===== src/rtl/pipeline_stall_controller_pkg.sv =====
// -----------------------------------------------------------------------------
// pipeline_stall_controller_pkg
// Shared definitions for the pipeline stall controller:
//   - state_e      : 2-bit controller state (RUN, LOAD_STALL, MEM_WAIT, FETCH_KILL)
//   - stage_ctrl_t : bundle of the five stage-register enables and two flushes
//   - CTRL_*       : canned enable/flush patterns, including the reset pattern
//   - LSF_BUBBLE   : value a load-to-store forward select takes inside a NOP bubble
//   - sat_inc()    : saturating increment used by the optional perf counters
// -----------------------------------------------------------------------------
package pipeline_stall_controller_pkg;

    typedef enum logic [1:0] {
        RUN        = 2'd0,
        LOAD_STALL = 2'd1,
        MEM_WAIT   = 2'd2,
        FETCH_KILL = 2'd3
    } state_e;

    typedef struct packed {
        logic pc_en;
        logic if_id_en;
        logic id_ex_en;
        logic ex_mem_en;
        logic mem_wb_en;
        logic if_id_flush;
        logic id_ex_flush;
    } stage_ctrl_t;

    // Everything advances, nothing is squashed.
    localparam stage_ctrl_t CTRL_RUN    = '{1'b1, 1'b1, 1'b1, 1'b1, 1'b1, 1'b0, 1'b0};
    // Whole pipe frozen while the data memory is busy.
    localparam stage_ctrl_t CTRL_FREEZE = '{1'b0, 1'b0, 1'b0, 1'b0, 1'b0, 1'b0, 1'b0};
    // While in reset nothing advances and both front registers hold bubbles.
    localparam stage_ctrl_t CTRL_RESET  = '{1'b0, 1'b0, 1'b0, 1'b0, 1'b0, 1'b1, 1'b1};

    // A bubble never carries a forward request.
    localparam logic LSF_BUBBLE = 1'b0;

    localparam int PERF_CNT_W = 32;

    function automatic logic [PERF_CNT_W-1:0] sat_inc(input logic [PERF_CNT_W-1:0] value);
        return (value == {PERF_CNT_W{1'b1}}) ? value : value + 1'b1;
    endfunction

endpackage


===== src/rtl/pipeline_stall_controller_if.sv =====
// -----------------------------------------------------------------------------
// pipeline_stall_controller_if
// Hazard/stall signalling between the pipeline and its stall controller.
//   master : the stall controller (consumes requests, drives enables/flushes)
//   slave  : the pipeline side (drives requests, consumes enables/flushes)
// Requests : load_use_stall_i, load_store_forward_sel_i, branch_taken_ex_i,
//            imem_ready_i, dmem_req_mem_i, dmem_ready_i
// Controls : pc_en_o, if_id_en_o, id_ex_en_o, ex_mem_en_o, mem_wb_en_o,
//            if_id_flush_o, id_ex_flush_o, lsf_sel_ex_o, lsf_sel_mem_o
// Optional : stall_cycles_o, flush_count_o exist only with STALL_PERF_CNT_EN.
// -----------------------------------------------------------------------------
interface pipeline_stall_controller_if;

    logic load_use_stall_i;
    logic load_store_forward_sel_i;
    logic branch_taken_ex_i;
    logic imem_ready_i;
    logic dmem_req_mem_i;
    logic dmem_ready_i;

    logic pc_en_o;
    logic if_id_en_o;
    logic id_ex_en_o;
    logic ex_mem_en_o;
    logic mem_wb_en_o;
    logic if_id_flush_o;
    logic id_ex_flush_o;
    logic lsf_sel_ex_o;
    logic lsf_sel_mem_o;

`ifdef STALL_PERF_CNT_EN
    logic [31:0] stall_cycles_o;
    logic [31:0] flush_count_o;

    modport master (
        input  load_use_stall_i, load_store_forward_sel_i, branch_taken_ex_i,
               imem_ready_i, dmem_req_mem_i, dmem_ready_i,
        output pc_en_o, if_id_en_o, id_ex_en_o, ex_mem_en_o, mem_wb_en_o,
               if_id_flush_o, id_ex_flush_o, lsf_sel_ex_o, lsf_sel_mem_o,
               stall_cycles_o, flush_count_o
    );

    modport slave (
        output load_use_stall_i, load_store_forward_sel_i, branch_taken_ex_i,
               imem_ready_i, dmem_req_mem_i, dmem_ready_i,
        input  pc_en_o, if_id_en_o, id_ex_en_o, ex_mem_en_o, mem_wb_en_o,
               if_id_flush_o, id_ex_flush_o, lsf_sel_ex_o, lsf_sel_mem_o,
               stall_cycles_o, flush_count_o
    );
`else
    modport master (
        input  load_use_stall_i, load_store_forward_sel_i, branch_taken_ex_i,
               imem_ready_i, dmem_req_mem_i, dmem_ready_i,
        output pc_en_o, if_id_en_o, id_ex_en_o, ex_mem_en_o, mem_wb_en_o,
               if_id_flush_o, id_ex_flush_o, lsf_sel_ex_o, lsf_sel_mem_o
    );

    modport slave (
        output load_use_stall_i, load_store_forward_sel_i, branch_taken_ex_i,
               imem_ready_i, dmem_req_mem_i, dmem_ready_i,
        input  pc_en_o, if_id_en_o, id_ex_en_o, ex_mem_en_o, mem_wb_en_o,
               if_id_flush_o, id_ex_flush_o, lsf_sel_ex_o, lsf_sel_mem_o
    );
`endif

endinterface


===== src/rtl/pipeline_stall_controller_stall_perf_counter.sv =====
// -----------------------------------------------------------------------------
// stall_perf_counter
// Saturating 32-bit event counter used for stall/flush statistics.
// Only built when STALL_PERF_CNT_EN is defined.
//   clk_i   : clock
//   rst_ni  : asynchronous active-low reset, clears the count
//   inc_i   : count one event this cycle
//   count_o : current count, sticks at all-ones
// -----------------------------------------------------------------------------
`ifdef STALL_PERF_CNT_EN
module stall_perf_counter
    import pipeline_stall_controller_pkg::*;
(
    input  logic                  clk_i,
    input  logic                  rst_ni,
    input  logic                  inc_i,
    output logic [PERF_CNT_W-1:0] count_o
);

    logic [PERF_CNT_W-1:0] count_reg;

    always_ff @(posedge clk_i or negedge rst_ni) begin
        if (!rst_ni) begin
            count_reg <= '0;
        end else if (inc_i) begin
            count_reg <= sat_inc(count_reg);
        end
    end

    assign count_o = count_reg;

endmodule
`endif


===== src/rtl/pipeline_stall_controller.sv =====
// -----------------------------------------------------------------------------
// pipeline_stall_controller
// Central stall/flush controller of a 5-stage in-order pipeline.
// Priority, highest first: data-memory freeze, branch flush, load-use stall,
// fetch stall. Enables and flushes are combinational (same-cycle) from the
// current state and the requests; only the state, the kill_pending flag and the
// two forward-select pipeline bits are registered.
// Ports:
//   clk_i  : clock, all state on the rising edge
//   rst_ni : asynchronous active-low reset
//   bus    : pipeline_stall_controller_if.master (requests in, controls out)
// Optional feature: define STALL_PERF_CNT_EN to add stall_cycles_o and
// flush_count_o saturating counters (two stall_perf_counter instances).
// -----------------------------------------------------------------------------
module pipeline_stall_controller
    import pipeline_stall_controller_pkg::*;
(
    input  logic                          clk_i,
    input  logic                          rst_ni,
    pipeline_stall_controller_if.master   bus
);

    state_e      state_reg, state_next;
    logic        kill_pending_reg, kill_pending_next;
    logic        lsf_ex_reg, lsf_mem_reg;
    stage_ctrl_t ctrl_next;
    stage_ctrl_t ctrl;
    logic        freeze;
    logic        branch_flush;

    assign freeze = bus.dmem_req_mem_i & ~bus.dmem_ready_i;

    always_comb begin
        ctrl_next         = CTRL_RUN;
        state_next        = state_reg;
        kill_pending_next = kill_pending_reg;
        branch_flush      = 1'b0;

        if (freeze) begin
            ctrl_next = CTRL_FREEZE;
            // An outstanding fetch kill survives a freeze; otherwise wait in MEM_WAIT.
            state_next = (state_reg == FETCH_KILL) ? FETCH_KILL : MEM_WAIT;
        end else if (bus.branch_taken_ex_i) begin
            ctrl_next.if_id_flush = 1'b1;
            ctrl_next.id_ex_flush = 1'b1;
            branch_flush          = 1'b1;
            // A fetch still in flight belongs to the wrong path and must be
            // discarded when it finally returns.
            if (!bus.imem_ready_i) begin
                state_next        = FETCH_KILL;
                kill_pending_next = 1'b1;
            end else begin
                state_next        = RUN;
                kill_pending_next = 1'b0;
            end
        end else begin
            unique case (state_reg)
                MEM_WAIT: begin
                    // Release cycle of a freeze: the whole pipe advances.
                    state_next = RUN;
                end
                FETCH_KILL: begin
                    ctrl_next.pc_en = 1'b0;
                    if (bus.imem_ready_i) begin
                        // Wrong-path response arrives: squash it into IF/ID.
                        ctrl_next.if_id_flush = kill_pending_reg;
                        state_next            = RUN;
                        kill_pending_next     = 1'b0;
                    end else begin
                        // IF/ID already holds the branch bubble; keep it.
                        ctrl_next.if_id_en = 1'b0;
                    end
                end
                default: begin
                    // RUN and LOAD_STALL decode identically, so a load-use
                    // request still high in LOAD_STALL simply stalls again.
                    if (bus.load_use_stall_i) begin
                        ctrl_next.pc_en       = 1'b0;
                        ctrl_next.if_id_en    = 1'b0;
                        ctrl_next.id_ex_flush = 1'b1;
                        state_next            = LOAD_STALL;
                    end else if (!bus.imem_ready_i) begin
                        ctrl_next.pc_en       = 1'b0;
                        ctrl_next.if_id_flush = 1'b1;
                        state_next            = RUN;
                    end else begin
                        state_next = RUN;
                    end
                end
            endcase
        end
    end

    // Reset overrides the decode combinationally so the pipe is held with
    // bubbles for as long as rst_ni is low.
    assign ctrl = rst_ni ? ctrl_next : CTRL_RESET;

    always_ff @(posedge clk_i or negedge rst_ni) begin
        if (!rst_ni) begin
            state_reg        <= RUN;
            kill_pending_reg <= 1'b0;
            lsf_ex_reg       <= LSF_BUBBLE;
            lsf_mem_reg      <= LSF_BUBBLE;
        end else begin
            state_reg        <= state_next;
            kill_pending_reg <= kill_pending_next;
            // The forward select travels with its store: it is squashed with
            // the ID/EX bubble and holds whenever its stage register holds.
            if (ctrl.id_ex_flush) begin
                lsf_ex_reg <= LSF_BUBBLE;
            end else if (ctrl.id_ex_en) begin
                lsf_ex_reg <= bus.load_store_forward_sel_i;
            end
            if (ctrl.ex_mem_en) begin
                lsf_mem_reg <= lsf_ex_reg;
            end
        end
    end

    assign bus.pc_en_o       = ctrl.pc_en;
    assign bus.if_id_en_o    = ctrl.if_id_en;
    assign bus.id_ex_en_o    = ctrl.id_ex_en;
    assign bus.ex_mem_en_o   = ctrl.ex_mem_en;
    assign bus.mem_wb_en_o   = ctrl.mem_wb_en;
    assign bus.if_id_flush_o = ctrl.if_id_flush;
    assign bus.id_ex_flush_o = ctrl.id_ex_flush;
    assign bus.lsf_sel_ex_o  = lsf_ex_reg;
    assign bus.lsf_sel_mem_o = lsf_mem_reg;

`ifdef STALL_PERF_CNT_EN
    // Index 0: cycles with the PC held; index 1: branch flushes.
    logic [1:0]            perf_inc;
    logic [PERF_CNT_W-1:0] perf_count [2];

    assign perf_inc[0] = ~ctrl.pc_en;
    assign perf_inc[1] = branch_flush;

    for (genvar gi = 0; gi < 2; gi++) begin : g_perf
        stall_perf_counter u_cnt (
            .clk_i   (clk_i),
            .rst_ni  (rst_ni),
            .inc_i   (perf_inc[gi]),
            .count_o (perf_count[gi])
        );
    end

    assign bus.stall_cycles_o = perf_count[0];
    assign bus.flush_count_o  = perf_count[1];
`endif

endmodule


===== src/flat_wrapper.sv =====
// flat-port wrapper written by rule: the top's interface ports become plain ports
module pipeline_stall_controller_flat import pipeline_stall_controller_pkg::*;
  (clk_i, rst_ni, bus_load_use_stall_i, bus_load_store_forward_sel_i, bus_branch_taken_ex_i, bus_imem_ready_i, bus_dmem_req_mem_i, bus_dmem_ready_i, bus_pc_en_o, bus_if_id_en_o, bus_id_ex_en_o, bus_ex_mem_en_o, bus_mem_wb_en_o, bus_if_id_flush_o, bus_id_ex_flush_o, bus_lsf_sel_ex_o, bus_lsf_sel_mem_o);
  pipeline_stall_controller_if bus_i ();
  input  logic clk_i;
  input  logic rst_ni;
  input wire logic [$bits(bus_i.load_use_stall_i)-1:0] bus_load_use_stall_i;
  input wire logic [$bits(bus_i.load_store_forward_sel_i)-1:0] bus_load_store_forward_sel_i;
  input wire logic [$bits(bus_i.branch_taken_ex_i)-1:0] bus_branch_taken_ex_i;
  input wire logic [$bits(bus_i.imem_ready_i)-1:0] bus_imem_ready_i;
  input wire logic [$bits(bus_i.dmem_req_mem_i)-1:0] bus_dmem_req_mem_i;
  input wire logic [$bits(bus_i.dmem_ready_i)-1:0] bus_dmem_ready_i;
  output wire logic [$bits(bus_i.pc_en_o)-1:0] bus_pc_en_o;
  output wire logic [$bits(bus_i.if_id_en_o)-1:0] bus_if_id_en_o;
  output wire logic [$bits(bus_i.id_ex_en_o)-1:0] bus_id_ex_en_o;
  output wire logic [$bits(bus_i.ex_mem_en_o)-1:0] bus_ex_mem_en_o;
  output wire logic [$bits(bus_i.mem_wb_en_o)-1:0] bus_mem_wb_en_o;
  output wire logic [$bits(bus_i.if_id_flush_o)-1:0] bus_if_id_flush_o;
  output wire logic [$bits(bus_i.id_ex_flush_o)-1:0] bus_id_ex_flush_o;
  output wire logic [$bits(bus_i.lsf_sel_ex_o)-1:0] bus_lsf_sel_ex_o;
  output wire logic [$bits(bus_i.lsf_sel_mem_o)-1:0] bus_lsf_sel_mem_o;
  assign bus_i.load_use_stall_i = bus_load_use_stall_i;
  assign bus_i.load_store_forward_sel_i = bus_load_store_forward_sel_i;
  assign bus_i.branch_taken_ex_i = bus_branch_taken_ex_i;
  assign bus_i.imem_ready_i = bus_imem_ready_i;
  assign bus_i.dmem_req_mem_i = bus_dmem_req_mem_i;
  assign bus_i.dmem_ready_i = bus_dmem_ready_i;
  assign bus_pc_en_o = bus_i.pc_en_o;
  assign bus_if_id_en_o = bus_i.if_id_en_o;
  assign bus_id_ex_en_o = bus_i.id_ex_en_o;
  assign bus_ex_mem_en_o = bus_i.ex_mem_en_o;
  assign bus_mem_wb_en_o = bus_i.mem_wb_en_o;
  assign bus_if_id_flush_o = bus_i.if_id_flush_o;
  assign bus_id_ex_flush_o = bus_i.id_ex_flush_o;
  assign bus_lsf_sel_ex_o = bus_i.lsf_sel_ex_o;
  assign bus_lsf_sel_mem_o = bus_i.lsf_sel_mem_o;
  pipeline_stall_controller u_core (.clk_i(clk_i), .rst_ni(rst_ni), .bus(bus_i));
endmodule

===== config.mk =====
export PLATFORM = sky130hd
export DESIGN_NAME = pipeline_stall_controller_flat
export DESIGN_NICKNAME = d
export VERILOG_FILES = /design/src/rtl/pipeline_stall_controller_pkg.sv /design/src/rtl/pipeline_stall_controller_if.sv /design/src/rtl/pipeline_stall_controller_stall_perf_counter.sv /design/src/rtl/pipeline_stall_controller.sv /design/src/flat_wrapper.sv
export SDC_FILE = /design/constraint.sdc
export NUM_CORES = 1
export LEC_CHECK = 0
export BUFFER_PORTS_ARGS = -buffer_cell sky130_fd_sc_hd__buf_2
export CORE_AREA = 2 2 39 41
export CTS_CLUSTER_SIZE = 40
export DETAILED_ROUTE_END_ITERATION = 10
export DIE_AREA = 0 0 41 43
export HOLD_SLACK_MARGIN = 0.06
export PLACE_DENSITY_LB_ADDON = 0.2
export SETUP_SLACK_MARGIN = 0.02
export SLEW_MARGIN = 10
export SYNTH_ARGS = -nofsm -noshare
export SYNTH_HDL_FRONTEND = slang
export SYNTH_SLANG_ARGS = --single-unit

===== constraint.sdc =====
create_clock -name clk_i -period 1.3 [get_ports clk_i]
set_clock_uncertainty 0.05 [all_clocks]
set_input_delay 0.26 -clock clk_i [delete_from_list [all_inputs] [get_ports clk_i]]
set_output_delay 0.26 -clock clk_i [all_outputs]
set_load 0.05 [all_outputs]

==> key figures, run 1 <==
Setup path
  • CP startpoint kind: flop
  • CP max FO: 6
  • Slowest-stage cell, CP: dfrtp_2
  • CP required: 990 ps
  • Worst stage delay on the critical path: 460 ps
  • FF-to-FF path depth: 4
  • CP Cell Sequence: nand2b_4 > nor2b_4 > o21ai_4 > buf_6
  • Worst Path Arrival: 1280 ps
  • Crit. Startpoint: u_core.state_reg[1]
  • Setup CP Type: reg2out
  • CP Capture Type: primary output
  • Worst r2r src: u_core.state_reg[1]

Cells and area
  • Area delta synth->final: 93.36%
  • Fillers: 138
  • Core Util, Final: 0.4738
  • Diodes inserted: 0
  • Share of cells above drive strength 1: 0.6716
  • Nets@finish: 76
  • Max reg flops: 2

Routing
  • Via count: between 300 and 400
  • Antenna-violating nets left: 0
  • Iteration-0 DRC Markers: 0
  • Pre-antenna DRT Iters: 1
  • Via density per instance: 4.602
  • WL final: roughly 930 um
  • DRC Markers: 0
  • WL/cell: 11.20 um

Job
  • Max cap viols: 0

CTS
  • H-tree levels: 1
  • CTS root buf: clkbuf_4
  • CTS Buffer Depth: 2
  • Clock buffer count from CTS: 3
  • CTS tree: built
  • Clock Pin Slew Worst Setup and Hold Paths: 40 ps
  • Clk_lat worst skew: 240 ps
  • CTS sink cnt: 5

Logic synthesis
  • Cell count after synthesis: 37
  • XOR/XNOR Fraction of Synth Area: 0
  • Synth Area per Inst: ~9.2 um2
  • Synth Area in Simple Gates: 0.2546
  • Adder-Cell Fraction of Synth Area: 0
  • Compound-cell area share of the yosys netlist: 0.2325
  • #FFs+latches synth: 5
  • Syn nets: 45
  • Area of the mapped netlist: 339.1 um2
  • Largest family of logic cells by synthesized area: simple AND/OR/NAND/NOR gates
  • Largest area contributor in the netlist: dfrtp_1
  • Register area share after synthesis: 0.3690
  • Synth Warn #: 0
  • Post-synthesis mux area share: 0.06273
  • Top cells by area, synth: dfrtp_1 37%, nand2b_4 8.1%, o21ai_0 5.9%
  • Post-synth cell types: 21
  • Proportion of netlist area held by the largest area contributor: 0.3690

Global routing
  • Total global-route track usage: 0.1244
  • Largest net degree at the start of global routing: 7
  • Vias in the first global route: 394
  • GRT overflow: 0
  • First-pass GRT wire length: 1490 um
  • Antenna violations before repair: 0

Pwr
  • VDD IR-drop max: 0.5421 mV
  • Pleak: between 0.3 and 0.4 nW
  • Power Total: between 0.6 and 0.7 mW
  • Pwr/cell area: between 900 and 1000 nW/um2

Die
  • Die ar.: 1763 um2
  • Initial Util: 0.2450
  • I/O pin total: 17
  • CORE AREA: 1384 um2
  • Die width: ~41 um
  • Die Y: 43 um
  • # rows: 14

Placement
  • Port Buf Inserts: 16
  • Post-Place Worst Slack: -138.7 ps
  • DP Wirelength: about 700 um
  • Placer Congestion: 0.7261

STA
  • Clock period minus worst slack: 1593 ps
  • Setup violators final: 4
  • Max-slew violation count: 0
  • Final Hold Fails: 0
  • Max transition margin: 0.8037
  • Final period util: 1.225
  • Hold_ws: around 270 ps
  • RSZ-0062 raised after global routing: yes
  • Worst-margin pin slew: 290.6 ps
  • Achievable Freq: 627.8 MHz
  • Final worst slack: -292.8 ps
  • Setup TNS: -1050 ps

Hold path
  • Hold Crit Class: in2reg
  • Min-Delay Startpoint: bus_load_store_forward_sel_i
  • Hold path depth: 3

Run status
  • Failing checks: negative setup slack
  • Status: finished with violations
cell usage after synthesis:
library cell / number
a21boi_1: 1
a21oi_1: 3
a221oi_1: 1
a32o_1: 1
a41oi_1: 1
and2b_1: 1
buf_2: 1
buf_4: 2
dfrtp_1: 5
inv_1: 2
mux2_2: 1
mux2i_1: 1
nand2_1: 3
nand2_2: 1
nand2b_4: 2
nand3b_1: 1
nand4b_1: 1
nor2_1: 3
nor2b_1: 1
o21ai_0: 4
o221ai_1: 1
per-layer routing:
metal  part of all wire  global-route usage  vias to the layer above
met5                  0                   0                        -
met4              0.034              0.1000                        0
met3              0.049             0.02094                        4
met2               0.48              0.1844                       11
met1               0.43              0.1480                      173
li1                   -                   -                      194
power by group:
group / internal (mW) / total [mW] / leakage (nW) / switching [mW]
logic: 0.115 / 0.267 / 0.231 / 0.153
registers: 0.172 / 0.187 / 0.0618 / 0.0153
clock network: 0.116 / 0.176 / 0.0150 / 0.0598
total: 0.402 / 0.630 / 0.308 / 0.228
what timing repair did:
action | 4_1_cts | 5_1_grt
hold buffers | 1 | 0
gates resized for setup | 12 | 3
setup endpoints to repair | 4 | 4
pin swaps | 2 | 1
buffers inserted | 2 | 0
endpoints found under the hold margin | 5 | 0
final timing paths:
path / slack, ps / to
min: 270 / u_core.bus.lsf_sel_ex_o
min reg2reg: 450 / u_core.bus.lsf_sel_mem_o
min in group asynchronous: 570 / u_core.state_reg[0]
max in group asynchronous: 510 / u_core.state_reg[1]
max reg2reg: 160 / u_core.state_reg[0]
max: -290 / bus_id_ex_flush_o
kinds of logic after synthesis:
family / count (synthesis)
muxes: 2
buffers and inverters: 5
AOI/OAI and AO/OA: 12
DFF: 5
and+or+nand+nor: 13
cell usage in the layout, fill, tap and decap left out, drive strengths merged, types with 2 or more instances in the layout:
master / synthesis / final
o21ai: 4 / 4
buf: 3 / 28
clkbuf: 0 / 4
nand2: 4 / 4
nand2b: 2 / 2
a21oi: 3 / 3
dfrtp: 5 / 5
nor2: 3 / 3
per-stage QoR:
| stage | instances | cell area, um2 |
|---|---|---|
| global route | 83 | 655.6 |
| detailed placement | 76 | 548.0 |
| finish | 83 | 655.6 |
| floorplan | 37 | 407.9 |
| CTS | 83 | 638.1 |
| global placement | 76 | 548.0 |
critical path, delay by kind of cell (launching register included):
kind                   cells  cell delay (ps)
buffers and inverters      1              170
AND/OR/NAND/NOR            2              300
flip-flops                 1              460
AO/OA/AOI/OAI              1              110
layout make-up:
class                      instances  area [um2]  share of cell area
inverter                           2       11.26             0.01718
tap                               16       20.02             0.03053
multi-input combinational         27       266.5              0.4065
sequential                         5       126.4              0.1927
timing repair buffer              29       205.2              0.3130
clock buffer                       4       26.28             0.04008
No activity file was read; power rests on OpenSTA's default activity.
==> inputs of run 2 (changes only) <==
- RECOVER_POWER: default -> 50
- SLEW_MARGIN: 10 -> 40
==> key figures, run 2 (same netlist as run 1, synthesis figures left out) <==
STA
  • Max-slew violation count: 0 (unchanged)
  • Worst-margin pin slew: 290.6 ps (unchanged)
  • Final Hold Fails: 0 (unchanged)
  • Clock period minus worst slack: 1593 ps (unchanged)
  • Final worst slack: -292.8 ps (unchanged)
  • Max transition margin: 0.8037 (unchanged)
  • Final period util: 1.225 (unchanged)
  • RSZ-0062 raised after global routing: yes
  • Achievable Freq: 627.8 MHz (unchanged)
  • Setup violators final: 5 (+1)

Global routing
  • First-pass GRT wire length: 1490 um (unchanged)
  • Largest net degree at the start of global routing: 7 (unchanged)
  • Total global-route track usage: 0.1244 (unchanged)
  • Vias in the first global route: 394 (unchanged)
  • Antenna violations before repair: 0 (unchanged)
  • GRT overflow: 0 (unchanged)

Setup path
  • CP Cell Sequence: nand2b_4 > nor2b_4 > o21ai_4 > buf_6
  • CP required: 990 ps (about the same)
  • CP delay by family, top: flip-flops
  • Setup CP Type: reg2out
  • Worst stage delay on the critical path: 460 ps (about the same)
  • Worst Path Arrival: 1280 ps (about the same)
  • CP Capture Type: primary output
  • CP startpoint kind: flop
  • CP max FO: 6 (unchanged)
  • Buf+Inv Stages, Crit Path: 1 (unchanged)
  • Slowest-stage cell, CP: dfrtp_2

Pwr
  • VDD IR-drop max: 0.5421 mV (about the same)
  • Pleak: 0.3045 nW (-1.2%)
  • Pwr/cell area: 964.4 nW/um2 (+0.35%)

CTS
  • CTS root buf: clkbuf_4
  • Clk_lat worst skew: 240 ps (about the same)
  • Clock Pin Slew Worst Setup and Hold Paths: 40 ps (about the same)
  • Clock buffer count from CTS: 3 (unchanged)
  • CTS Buffer Depth: 2 (unchanged)
  • CTS tree: built
  • H-tree levels: 1 (unchanged)
  • CTS sink cnt: 5 (unchanged)

Cells and area
  • Final cell count without fillers: 83 (unchanged)
  • Area of the multi-input gates: 266.5 um2 (unchanged)
  • Max reg flops: 2 (unchanged)
  • Diodes inserted: 0 (unchanged)
  • Nets@finish: 76 (unchanged)
  • Register area: 126.4 um2 (unchanged)
  • Area delta synth->final: 92.25%
  • Fillers: 138 (unchanged)
  • Most frequent cells in the layout: 12 x buf_2, 11 x buf_4, 4 x buf_6, 4 x dfrtp_1
  • Share of cells above drive strength 1: 0.6567 (-0.01493)
  • Leading cell type in the layout, fill and taps excluded: buf_2

Job
  • Max cap viols: 0 (unchanged)

Run status
  • Failing checks: negative setup slack
  • Status: finished with violations

Placement
  • DP Wirelength: 704.8 um (unchanged)
  • Port Buf Inserts: 16 (unchanged)
  • Post-Place Cells: 76 (unchanged)
  • Placer Congestion: 0.7261 (unchanged)
  • Post-Place Worst Slack: -138.7 ps (unchanged)

Routing
  • Antenna-violating nets left: 0 (unchanged)
  • Iteration-0 DRC Markers: 0 (unchanged)
  • DRC Markers: 0 (unchanged)
  • WL/cell: 11.18 um (-0.22%)
  • WL final: 928 um (-0.22%)
  • Via count: 383 (+0.26%)
  • Via density per instance: 4.614 (+0.26%)
  • Pre-antenna DRT Iters: 1 (unchanged)

Die
  • Initial Util: 0.2450 (unchanged)
  • Die Y: 43 um (unchanged)
  • Die width: 41 um (unchanged)
  • # rows: 14 (unchanged)
  • I/O pin total: 17 (unchanged)
  • Die ar.: 1763 um2 (unchanged)
  • CORE AREA: 1384 um2 (unchanged)

Hold path
  • Hold Crit Class: in2reg
[run 2: changes by cell type in the layout (fill, tap and decap cells not counted)]
| cell | previous run | this run |
|---|---|---|
| buf_4 | 12 | 11 |
| clkbuf_1 | 1 | 2 |
[run 2: worst paths after layout]
check,slack [ps],cells past startpoint,to,start
hold reg to reg,450,1,u_core.bus.lsf_sel_mem_o,u_core.bus.lsf_sel_mem_o
min in group asynchronous,620,3,u_core.state_reg[0],rst_ni
hold / removal,270,3,u_core.bus.lsf_sel_ex_o,bus_load_store_forward_sel_i
max in group asynchronous,330,3,u_core.state_reg[1],rst_ni
setup reg to reg,160,4,u_core.state_reg[0],u_core.state_reg[1]
setup / recovery,-290,4,bus_id_ex_flush_o,u_core.state_reg[1]
[run 2: cell type report]
type                            count  share of cell area
Sequential cell                     5              0.1939
Inverter                            2             0.01727
Clock buffer                        4             0.04031
Tap cell                           16             0.03071
Multi-Input combinational cell     27              0.4088
Timing Repair Buffer               29              0.3090
[run 2: metal layers]
| layer | vias to the layer above | global-route usage | share of wire |
|---|---|---|---|
| met1 | 174 | 0.1480 | 0.43 |
| met4 | 0 | 0.1000 | 0.034 |
| met2 | 11 | 0.1844 | 0.49 |
| met5 | - | 0 | 0 |
| met3 | 4 | 0.02094 | 0.050 |
| li1 | 194 | - | - |
[run 2: what timing repair did]
action / 4_1_cts / 5_1_grt
resized for setup: 12 / 3
hold buffers: 1 / 0
cloned: 0 / 0
pin swaps: 2 / 1
buffers inserted: 2 / 0
endpoints found under the setup margin: 4 / 4
endpoints found under the hold margin: 5 / 0
[run 2: power by group]
group / total, mW / internal, mW / switching [mW]
Sequential: 0.187 / 0.172 / 0.0153
Combinational: 0.266 / 0.113 / 0.153
Clock: 0.176 / 0.116 / 0.0598
[run 2: metrics by stage]
stage / TNS, ps / total power, mW / util / cell area [um2] / hold slack [ps]
final: -1153 / 0.6287 / 0.4711 / 651.9 / 267.7
after global routing: -1421 / 0.6674 / 0.4711 / 651.9 / 262.4
after CTS: -1117 / 0.6291 / 0.4611 / 638.1 / 258.1
after detailed placement: -352.7 / 0.4136 / 0.3960 / 548.0 / 274.4
after global placement: -353.6 / 0.4130 / 0.3960 / 548.0 / 272.2
after floorplan: -299.9 / 0.3437 / - / 407.9 / -85.59
[run 2: tightest hold or removal path, stage by stage]
cell and delay (ps):
buf_2 100, nand4b_1 80, a21boi_1 70
==> inputs of run 3 (changes only) <==
- GPL_TIMING_DRIVEN: default -> 0
==> key figures, run 3 (same netlist as run 1, synthesis figures left out) <==
STA
  • Final Hold Fails: 0 (unchanged)
  • Max-slew violation count: 0 (unchanged)
  • Worst-margin pin slew: 293.4 ps (+2.819 ps)
  • Setup TNS: -1031 ps (+122.2 ps)
  • Achievable Freq: 628.4 MHz (about the same)
  • Setup violators final: 4 (-1)
  • RSZ-0062 raised after global routing: yes
  • Final worst slack: -291.3 ps (+1.417 ps)
  • Clock period minus worst slack: 1591 ps (-1.417 ps)
  • Max transition margin: 0.8018 (-0.001903)
  • Final period util: 1.224 (about the same)

Cells and area
  • Final cell count without fillers: 79 (-4.8%)
  • Fillers: 152 (+10%)
  • Final instance area: 655.6 um2 (+0.58%)
  • Core Util, Final: 0.4738 (+0.002712)
  • Nets@finish: 72 (-5.3%)
  • Max reg flops: 2 (unchanged)
  • Leading cell type in the layout, fill and taps excluded: buf_2
  • Most frequent cells in the layout: 8 x buf_2, 6 x buf_4, 5 x buf_6
  • Diodes inserted: 0 (unchanged)
  • Area delta synth->final: 93.36%
  • Share of cells above drive strength 1: 0.6508 (-0.005923)

Routing
  • WL/cell: 11.30 um (+1.1%)
  • Via count: 372 (-2.9%)
  • Pre-antenna DRT Iters: 2 (+1)
  • Via density per instance: 4.709 (+2.0%)
  • Antenna-violating nets left: 0 (unchanged)
  • WL final: 893 um (-3.8%)
  • DRC Markers: 0 (unchanged)
  • Iteration-0 DRC Markers: 3 (+3)

Setup path
  • CP Cell Sequence: nand2b_4 > nor2b_4 > o21ai_4 > buf_6
  • Reg2reg end: u_core.state_reg[0]
  • CP required: 990 ps (about the same)
  • Worst setup path end: bus_id_ex_flush_o
  • FF-to-FF path depth: 5 (+1)
  • Slowest-stage cell, CP: dfrtp_2
  • Setup CP Type: reg2out
  • CP startpoint kind: flop
  • Worst r2r src: u_core.state_reg[1]
  • CP max FO: 6 (unchanged)
  • CP Capture Type: primary output
  • Worst Path Arrival: 1280 ps (about the same)
  • Crit. Startpoint: u_core.state_reg[1]
  • Worst stage delay on the critical path: 450 ps (about the same)
  • Worst reg-to-reg setup slack: 60 ps (-100 ps)

Placement
  • Placer Congestion: 0.6440 (-11%)
  • Post-Place Cells: 68 (-11%)
  • Placed Area: 503.0 um2 (-8.2%)
  • Post-Place Worst Slack: -206.4 ps (-67.78 ps)
  • DP Wirelength: 613.6 um (-13%)
  • Port Buf Inserts: 15 (-1)

Hold path
  • Min-Delay Startpoint: bus_load_store_forward_sel_i
  • Hold Crit Class: in2reg

Global routing
  • Vias in the first global route: 347 (-12%)
  • Total global-route track usage: 0.1144 (-0.009996)
  • GRT overflow: 0 (unchanged)
  • Antenna violations before repair: 0 (unchanged)
  • Largest net degree at the start of global routing: 9 (+2)
  • First-pass GRT wire length: 1324 um (-11%)

Job
  • Max cap viols: 0 (unchanged)

Die
  • Die ar.: 1763 um2 (unchanged)
  • Die width: 41 um (unchanged)
  • I/O pin total: 17 (unchanged)
  • Initial Util: 0.2450 (unchanged)
  • Die Y: 43 um (unchanged)
  • CORE AREA: 1384 um2 (unchanged)
  • # rows: 14 (unchanged)

Run status
  • Failing checks: negative setup slack
  • Status: finished with violations

CTS
  • Clock buffer count from CTS: 3 (unchanged)
  • CTS sink cnt: 5 (unchanged)
  • CTS root buf: clkbuf_4
  • CTS tree: built
  • Clk_lat worst skew: 230 ps (about the same)
  • H-tree levels: 1 (unchanged)
  • Clock Pin Slew Worst Setup and Hold Paths: 40 ps (about the same)
  • CTS Buffer Depth: 2 (unchanged)

Pwr
  • Pwr/cell area: 947.8 nW/um2 (-1.7%)
  • Pleak: 0.3009 nW (-1.2%)
  • VDD IR-drop max: 0.3979 mV (-27%)
[run 3: cell count changes in the layout (fill, tap and decap cells not counted)]
cell and delta:
a32o_2 +1, a221oi_2 +1, buf_2 -4, a32o_1 -1, a221oi_4 -1, buf_6 +1, buf_4 -5, buf_8 +4
[run 3: final cells by class]
cell class | count | area [um2] | share of cell area
Clock buffer | 4 | 26.28 | 0.04008
Buffer | 3 | 35.03 | 0.05344
Inverter | 2 | 11.26 | 0.01718
Sequential cell | 5 | 126.4 | 0.1927
Tap cell | 16 | 20.02 | 0.03053
Multi-Input combinational cell | 27 | 256.5 | 0.3912
Timing Repair Buffer | 22 | 180.2 | 0.2748
[run 3: repair_timing]
action | 4_1_cts | 5_1_grt
hold buffers | 1 | 0
hold endpoints to repair | 5 | 0
pin swaps | 2 | 2
buffers inserted | 6 | 0
gates resized for setup | 20 | 3
setup endpoints to repair | 7 | 6
[run 3: per-stage QoR]
step           hold WS, ps  total power, mW
2_1_floorplan       -85.59           0.3437
3_3_place_gp         95.32           0.3934
3_5_place_dp         99.22           0.3950
4_1_cts              243.7           0.6289
5_1_grt              256.5           0.6554
6_report             254.8           0.6214
[run 3: critical path: cells and delay by family (launching register included)]
kind | cells | cell delay, ps
flip-flops | 1 | 450
AND/OR/NAND/NOR | 2 | 300
AO/OA/AOI/OAI | 1 | 120
buffers and inverters | 1 | 170
[run 3: worst min-delay path by stage]
| stage | end | cells after the start |
|---|---|---|
| final | u_core.bus.lsf_sel_ex_o | 3 |
| after global routing | u_core.bus.lsf_sel_ex_o | 3 |
| after CTS | u_core.bus.lsf_sel_ex_o | 3 |
| after detailed placement | u_core.bus.lsf_sel_ex_o | 1 |
| after global placement | u_core.bus.lsf_sel_mem_o | 1 |
| after floorplan | u_core.bus.lsf_sel_ex_o | 0 |
[run 3: metal layers]
| metal | global-route usage | share of wire |
|---|---|---|
| met1 | 0.1287 | 0.43 |
| met2 | 0.1750 | 0.54 |
| met3 | 0.01571 | 0.032 |
| met4 | 0.1000 | 0 |
| met5 | 0 | 0 |
[run 3: power breakdown]
part / total, mW / internal (mW) / switching [mW]
clock: 0.173 / 0.116 / 0.0570
sequential: 0.189 / 0.172 / 0.0173
combinational: 0.260 / 0.114 / 0.146
total: 0.621 / 0.401 / 0.220
